<file path="src/rtl/ifetch_if.sv">
// Fetch-stage bundle: instruction memory request/ack, redirect and syscall inputs,
// and the registered I1/PC1 stage-2 outputs toward decode.
interface ifetch_if;
    logic [31:0] IMemAddr;
    logic        IMemReq;
    logic [31:0] IMemData;
    logic        IMemAck;
    logic        Stall;
    logic        instIsSyscall;
    logic        BranchTaken;
    logic [31:0] BranchTarget;
    logic [31:0] I1;
    logic [31:0] PC1;
    logic        I1Valid;

    modport master (
        output IMemAddr, IMemReq, I1, PC1, I1Valid,
        input  IMemData, IMemAck, Stall, instIsSyscall, BranchTaken, BranchTarget
    );

    modport slave (
        input  IMemAddr, IMemReq, I1, PC1, I1Valid,
        output IMemData, IMemAck, Stall, instIsSyscall, BranchTaken, BranchTarget
    );
endinterface

</file>
<file path="src/rtl/ifetch.sv">
// Instruction fetch stage: PC, one-cycle fetch into I1, delayed-branch redirect.
// Define IFETCH_SYSCALL_STALL_EN to insert two fetch bubbles after a syscall leaves I1.
module ifetch #(
    parameter logic [31:0] RESET_VECTOR = 32'h0040_0000
) (
    input logic      clk,
    input logic      reset,
    ifetch_if.master bus
);
    // state | meaning
    // RUN   | normal fetch, one request per unstalled cycle
    // SYS1  | first bubble after a syscall left I1
    // SYS2  | second bubble, fetch resumes at the held PC next
    typedef enum logic [1:0] {
        RUN  = 2'd0,
        SYS1 = 2'd1,
        SYS2 = 2'd2
    } state_t;

    state_t      state, state_nxt;
    logic [31:0] pc, pc_nxt;
    logic        pend, pend_nxt;
    logic [31:0] pend_tgt, pend_tgt_nxt;
    logic [31:0] i1, i1_nxt;
    logic [31:0] pc1, pc1_nxt;
    logic        i1_valid, i1_valid_nxt;

    logic        run_go;
    logic        sys_take;
    logic        fetch_done;
    logic [31:0] branch_tgt;

    assign run_go     = (state == RUN) && !bus.Stall;
    assign branch_tgt = {bus.BranchTarget[31:2], 2'b00};

`ifdef IFETCH_SYSCALL_STALL_EN
    assign sys_take = run_go && i1_valid && bus.instIsSyscall;
`else
    logic unused_syscall;
    assign unused_syscall = bus.instIsSyscall;
    assign sys_take       = 1'b0;
`endif

    // A syscall leaving I1 steals the edge, so any ack that cycle is dropped.
    assign fetch_done = run_go && bus.IMemAck && !sys_take;

    always_ff @(posedge clk or posedge reset) begin
        if (reset) begin
            state <= RUN;
        end else begin
            state <= state_nxt;
        end
    end

    always_comb begin
        state_nxt = state;
        case (state)
            RUN: begin
                if (sys_take) begin
                    state_nxt = SYS1;
                end
            end
            SYS1: begin
                if (!bus.Stall) begin
                    state_nxt = SYS2;
                end
            end
            SYS2: begin
                if (!bus.Stall) begin
                    state_nxt = RUN;
                end
            end
            default: state_nxt = RUN;
        endcase
    end

    always_comb begin
        pc_nxt       = pc;
        pend_nxt     = pend;
        pend_tgt_nxt = pend_tgt;
        i1_nxt       = i1;
        pc1_nxt      = pc1;
        i1_valid_nxt = i1_valid;

        if (fetch_done) begin
            i1_nxt       = bus.IMemData;
            pc1_nxt      = pc;
            i1_valid_nxt = 1'b1;
            pend_nxt     = 1'b0;
            // This fetch is the delay slot of whichever redirect is newest.
            if (bus.BranchTaken) begin
                pc_nxt = branch_tgt;
            end else if (pend) begin
                pc_nxt = pend_tgt;
            end else begin
                pc_nxt = pc + 32'd4;
            end
        end else begin
            if (!bus.Stall) begin
                i1_nxt       = 32'h0;
                i1_valid_nxt = 1'b0;
            end
            if (bus.BranchTaken) begin
                pend_nxt     = 1'b1;
                pend_tgt_nxt = branch_tgt;
            end
        end
    end

    always_ff @(posedge clk or posedge reset) begin
        if (reset) begin
            pc       <= RESET_VECTOR;
            pend     <= 1'b0;
            pend_tgt <= 32'h0;
            i1       <= 32'h0;
            pc1      <= 32'h0;
            i1_valid <= 1'b0;
        end else begin
            pc       <= pc_nxt;
            pend     <= pend_nxt;
            pend_tgt <= pend_tgt_nxt;
            i1       <= i1_nxt;
            pc1      <= pc1_nxt;
            i1_valid <= i1_valid_nxt;
        end
    end

    assign bus.IMemAddr = pc;
    assign bus.IMemReq  = run_go;
    assign bus.I1       = i1;
    assign bus.PC1      = pc1;
    assign bus.I1Valid  = i1_valid;

endmodule
</file>
<file path="src/flat_wrapper.sv">
// flat-port wrapper written by rule: the top's interface ports become plain ports
module ifetch_flat 
#(
    parameter logic [31:0] RESET_VECTOR = 32'h0040_0000
)
  (clk, reset, bus_IMemAddr, bus_IMemReq, bus_I1, bus_PC1, bus_I1Valid, bus_IMemData, bus_IMemAck, bus_Stall, bus_instIsSyscall, bus_BranchTaken, bus_BranchTarget);
  ifetch_if bus_i ();
  input logic clk;
  input logic reset;
  output wire logic [$bits(bus_i.IMemAddr)-1:0] bus_IMemAddr;
  output wire logic [$bits(bus_i.IMemReq)-1:0] bus_IMemReq;
  output wire logic [$bits(bus_i.I1)-1:0] bus_I1;
  output wire logic [$bits(bus_i.PC1)-1:0] bus_PC1;
  output wire logic [$bits(bus_i.I1Valid)-1:0] bus_I1Valid;
  input wire logic [$bits(bus_i.IMemData)-1:0] bus_IMemData;
  input wire logic [$bits(bus_i.IMemAck)-1:0] bus_IMemAck;
  input wire logic [$bits(bus_i.Stall)-1:0] bus_Stall;
  input wire logic [$bits(bus_i.instIsSyscall)-1:0] bus_instIsSyscall;
  input wire logic [$bits(bus_i.BranchTaken)-1:0] bus_BranchTaken;
  input wire logic [$bits(bus_i.BranchTarget)-1:0] bus_BranchTarget;
  assign bus_IMemAddr = bus_i.IMemAddr;
  assign bus_IMemReq = bus_i.IMemReq;
  assign bus_I1 = bus_i.I1;
  assign bus_PC1 = bus_i.PC1;
  assign bus_I1Valid = bus_i.I1Valid;
  assign bus_i.IMemData = bus_IMemData;
  assign bus_i.IMemAck = bus_IMemAck;
  assign bus_i.Stall = bus_Stall;
  assign bus_i.instIsSyscall = bus_instIsSyscall;
  assign bus_i.BranchTaken = bus_BranchTaken;
  assign bus_i.BranchTarget = bus_BranchTarget;
  ifetch #(.RESET_VECTOR(RESET_VECTOR)) u_core (.clk(clk), .reset(reset), .bus(bus_i));
endmodule
</file>
<file path="config.mk">
export PLATFORM = sky130hd
export DESIGN_NAME = ifetch_flat
export DESIGN_NICKNAME = d
export VERILOG_FILES = /design/src/rtl/ifetch_if.sv /design/src/rtl/ifetch.sv /design/src/flat_wrapper.sv
export SDC_FILE = /design/constraint.sdc
export NUM_CORES = 1
export LEC_CHECK = 0
export ABC_AREA = 0
export BUFFER_PORTS_ARGS = -buffer_cell sky130_fd_sc_hd__buf_2
export CAP_MARGIN = 10
export CORE_MARGIN = 4
export CORE_UTILIZATION = 30
export DETAILED_ROUTE_END_ITERATION = 6
export PLACE_DENSITY = 0.53
export SYNTH_ARGS = -nofsm -noshare
export SYNTH_HDL_FRONTEND = slang
export SYNTH_SLANG_ARGS = --single-unit
export TNS_END_PERCENT = 20
</file>
<file path="constraint.sdc">
create_clock -name clk -period 7 [get_ports clk]
set_input_delay 0.7 -clock clk [delete_from_list [all_inputs] [get_ports clk]]
set_output_delay 0.7 -clock clk [all_outputs]
set_load 0.005 [all_outputs]
</file>
Yosys cells after proc, flatten, opt, wreduce, memory -nomap -nowiden

Index checks and enable logic that the tools add are counted.
W data, S select, Z words.

Register bits after elaboration: 130
Bits of input ports: 70
Output and inout bits: 98
Logic and storage cells: 33

Add/sub/neg operators: 1
Equality and inequality tests: 5
Multiplexer cells: 11
Bitwise gates (word level): 2
Reduce and logical (&&, ||, !) cells: 7

Operators by type and width:

| operator                | count |
|---|---|
| $mux W32                | 4 |
| $add A32 B3 Y32 const B | 1 |
| $pmux W2 S3             | 1 |
| $mux W1                 | 4 |
| $mux W2                 | 2 |
| $ne A2 B2 Y1 const B    | 2 |
| $reduce_and A3 Y1       | 1 |
| $eq A2 B1 Y1 const B    | 1 |
| $eq A2 B2 Y1 const B    | 1 |
| $logic_and A1 B1 Y1     | 2 |
| $logic_not A2 Y1        | 1 |
| $ne A2 B1 Y1 const B    | 1 |
| $not A1 Y1              | 2 |
| $reduce_and A2 Y1       | 1 |
| $reduce_bool A2 Y1      | 1 |
| $logic_not A1 Y1        | 1 |

Logic depth before layout (Yosys ltp)

Depth in word-level cells: 5
Depth in mapped cells: 7

Worst setup path before layout

No wires, ideal clock.

Path type: input -> register
Start point: input port bus_Stall
End point: register u_core.pend_tgt[10]
Setup time: 125 ps
Arrival time: 1,871 ps
Path slack: 5,004 ps
Stages on the path: 6
Path buffers: 2
Path through: clkbuf_1 > inv_1 > nand2_1 > nand2_1 > clkbuf_1 > mux2_2

Word-level cells in the longest chain between the ends: 5

Ends and longest elaborated chain:

| item                               | line               | RTL |
|---|---|---|
| start, declared                    | flat_wrapper.sv:17 | `input wire logic [$bits(bus_i.Stall)-1:0] bus_Stall;` |
| $logic_not A1 Y1                   | ifetch.sv:33       | `assign run_go = (state == RUN) && !bus.Stall;` |
| $logic_and A1 B1 Y1                | ifetch.sv:33       |  |
| named net bus_IMemReq              | flat_wrapper.sv:11 | `output wire logic [$bits(bus_i.IMemReq)-1:0] bus_IMemReq;` |
| $logic_and A1 B1 Y1                | ifetch.sv:45       | `assign fetch_done = run_go && bus.IMemAck && !sys_take;` |
| $not A1 Y1 (no source line)        | n/a                |  |
| $reduce_and A2 Y1 (no source line) | n/a                |  |
| end signal, assigned               | ifetch.sv:121      | `pend_tgt <= pend_tgt_nxt;` |
| end, declared                      | ifetch.sv:23       | `logic [31:0] pend_tgt, pend_tgt_nxt;` |

The timed path passes the listed nets, and every way through them passes these cells.
A chain may end at the register's enable or synchronous reset.

Final worst setup path

Start point: input port bus_Stall
End point: register u_core.pc[13], in the netlist u_core.bus.IMemAddr[13]

Word-level cells in the longest chain between the ends: 3

Ends and longest elaborated chain:

| item                 | line          | RTL |
|---|---|---|
| $logic_not A1 Y1     | ifetch.sv:33  |  |
| $logic_and A1 B1 Y1  | ifetch.sv:33  |  |
| $logic_and A1 B1 Y1  | ifetch.sv:45  |  |
| end signal, assigned | ifetch.sv:119 | `pc <= pc_nxt;` |
| end, declared        | ifetch.sv:21  | `logic [31:0] pc, pc_nxt;` |

Every way passes these cells.

==> metrics.txt <==
fill count=1912; Final Max Slew Viols=0; Final nets=a little under 800; largest net degree at the start of global routing=69; post-synthesis async set-or-reset flop share=between 90% and 100%; via count=4933; die width=146.6 µm; FF/Latch Area=3104 µm²; CTS tree=built; clk buf depth=2; Max Clock Skew=~14 ps; Crit Path Max Fanout=40; Non-Filler Instances=~1000; vias per cell=4.968; Total Routed Length=17270 µm; Syn Area/Cell=9.992 µm²; most frequent cells in the layout=buf_2 (160), nand2_1 (133), dfrtp_1 (123); RSZ-0062 raised after global routing=no; Top FF cell, synth=dfrtp_1; Buffers on Ports=160; H-tree depth=4; detailed-route DRC error count=0; Hold Worst Slack=425.6 ps; Hold WC Path Type=input port to asynchronous set/reset pin; final hold vios=0; Starting DRT DRC Count=between 300 and 400; Netlist cell types=60; cell chain of the critical path=buf_2, nor2b_4, buf_12, buf_4, nand2_1, nor4_1, a221o_1; Seq/Total Area, Yosys=53.84%; clock slew at reported path FFs=50 ps; global placement routability congestion=0.8205; minimum clock period=2547 ps; most common cell after layout, fill and taps aside=buf_2; Place WS=3650 ps; Syn Inst Count=577; Slew headroom=33.18%; Setup Buffers After CTS=0; Total GRT Usage=16.63%; first-pass GRT wire length=28460 µm; Synth Register Bits=124; CTS root buf=clkbuf_16; crit end category=flop; hold buffer count at CTS=0; initial core utilization=30.62%; ant diodes=0; Overflow after GRT=0; startpoint types=input port; dpl hpwl=11780 µm; Setup Viol. Count Final=0; DP Cell Count=roughly 960; crit path kind=input port to flop; synthesis warning total=0; slowest stage delay, CP=510 ps; Routed Antenna Nets=0; Die H=146.6 µm; num rows=50; Post-synth EDFFs=0; static leakage=between 3 and 4 nW; Max VDD drop=0.1656 mV; Tightest Pin Transition=993.1 ps; power per cell area=289.2 nW/µm²; worst skew pair latency=410 ps; CP max-delay cell=nor2b_4; share of cells above drive strength 1=32.61%; M2 GR Usage=28.51%; met1 track demand over resource=20.20%; Sink Count=roughly 120; initial antenna violation count=0; max cap viols=0; CTS buffer count=17; Core Box Area=18830 µm²; Mapped Area=just under 6000 µm²; Layout area overhead=27.08%; final worst slack=approximately 4500 ps; final setup TNS=0 ps; Most Crowded Layer GR=met2; WL/cell=about 17 µm; run status=finished, final reports clean; Max Fclk=a little under 400 MHz; required time worst endpoint=7350 ps; PostCTS Resize Cnt=0; drt pass-1 iters=5; Tcrit/Tclk final=~36%; Top Ports=168; die area=21500 µm²; vias in the first global route=around 5300; M3 GR Usage=roughly 4.3%; area taken by multi-input logic gates=2444 µm²; Worst EP arrival=2890 ps
-- worst paths after layout --
kind | end | depth (start not counted) | slack (ps) | from
hold / removal | u_core.bus.I1[9] | 2 | 430 | reset
setup reg to reg | u_core.bus.IMemAddr[20] | 6 | 4610 | u_core.bus.IMemAddr[2]
hold reg to reg | u_core.bus.PC1[19] | 2 | 470 | u_core.bus.PC1[19]
setup / recovery | u_core.bus.IMemAddr[13] | 7 | 4450 | bus_Stall
min in group clk | u_core.bus.PC1[19] | 2 | 470 | u_core.bus.PC1[19]
max in group asynchronous | u_core.pend_tgt[28] | 3 | 5210 | reset
-- state kept, by name, summed over array words and instances, names as in the netlist --
name                 flops
u_core.bus.I1Valid       1
u_core.bus.I1           32
u_core.pend_tgt         30
u_core.bus.IMemAddr     30
u_core.pend              1
u_core.bus.PC1          30
-- report_power, final --
part           switching [mW]  internal, mW
combinational           0.191         0.171
clock                   0.305         0.528
sequential             0.0999         0.825
total                   0.595          1.52
-- per-layer routing --
| layer | wire [µm] | vias to the layer above |
|---|---|---|
| met3 | 864 | 19 |
| li1 | - | 2326 |
| met5 | 0 | - |
| met1 | 7170 | 2441 |
| met4 | 313 | 0 |
| met2 | 8922 | 147 |
-- cells in the mapped netlist (all sizes together) (5+ instances only) --
cell type	number	area share [%]
nand2	135	8.8
dfrtp	123	53
o21ai	39	3.4
a22o	32	4.9
mux2	31	6.1
a21oi	28	2.5
clkbuf	27	1.8
nor2	19	1.2
buf	18	1.8
nand3	10	0.87
and3	8	0.87
a31oi	7	0.76
inv	7	0.46
nand4	7	1.0
a221o	5	0.89
nor3	5	0.63
o211ai	5	0.65
xor2	5	0.76
-- logic make-up after synthesis --
group | share of synthesized area [%]
flip-flops | 53.84
AO/OA/AOI/OAI | 17.73
adder cells (fa/ha/maj) | 0.2170
multiplexers | 6.402
AND/OR/NAND/NOR | 16.23
XOR/XNOR | 1.367
other | 0.06504
buffers and inverters | 4.145
-- through the flow --
step	total power, mW	instance area (µm²)	util, %
after floorplan	1.124	5777	-
after global placement	1.289	6755	35.87
after detailed placement	1.304	6755	35.87
after CTS	2.153	7307	38.80
after global routing	2.250	7327	38.91
final	2.119	7327	38.91
-- worst max-delay path: cells and delay by family --
family | cells | cell delay [ps]
buffers and inverters | 3 | 1000
AOI/OAI and AO/OA | 1 | 140
and+or+nand+nor | 3 | 1010
-- area by class of cell --
type                       count  area share [%]
sequential                   124           42.37
multi-input combinational    402           33.35
timing repair buffer         167           11.82
clock buffer                  23           6.250
tap                          260           4.440
clock inverter                 8           1.281
inverter                       9          0.4952
(Power assumes the default switching activity.)
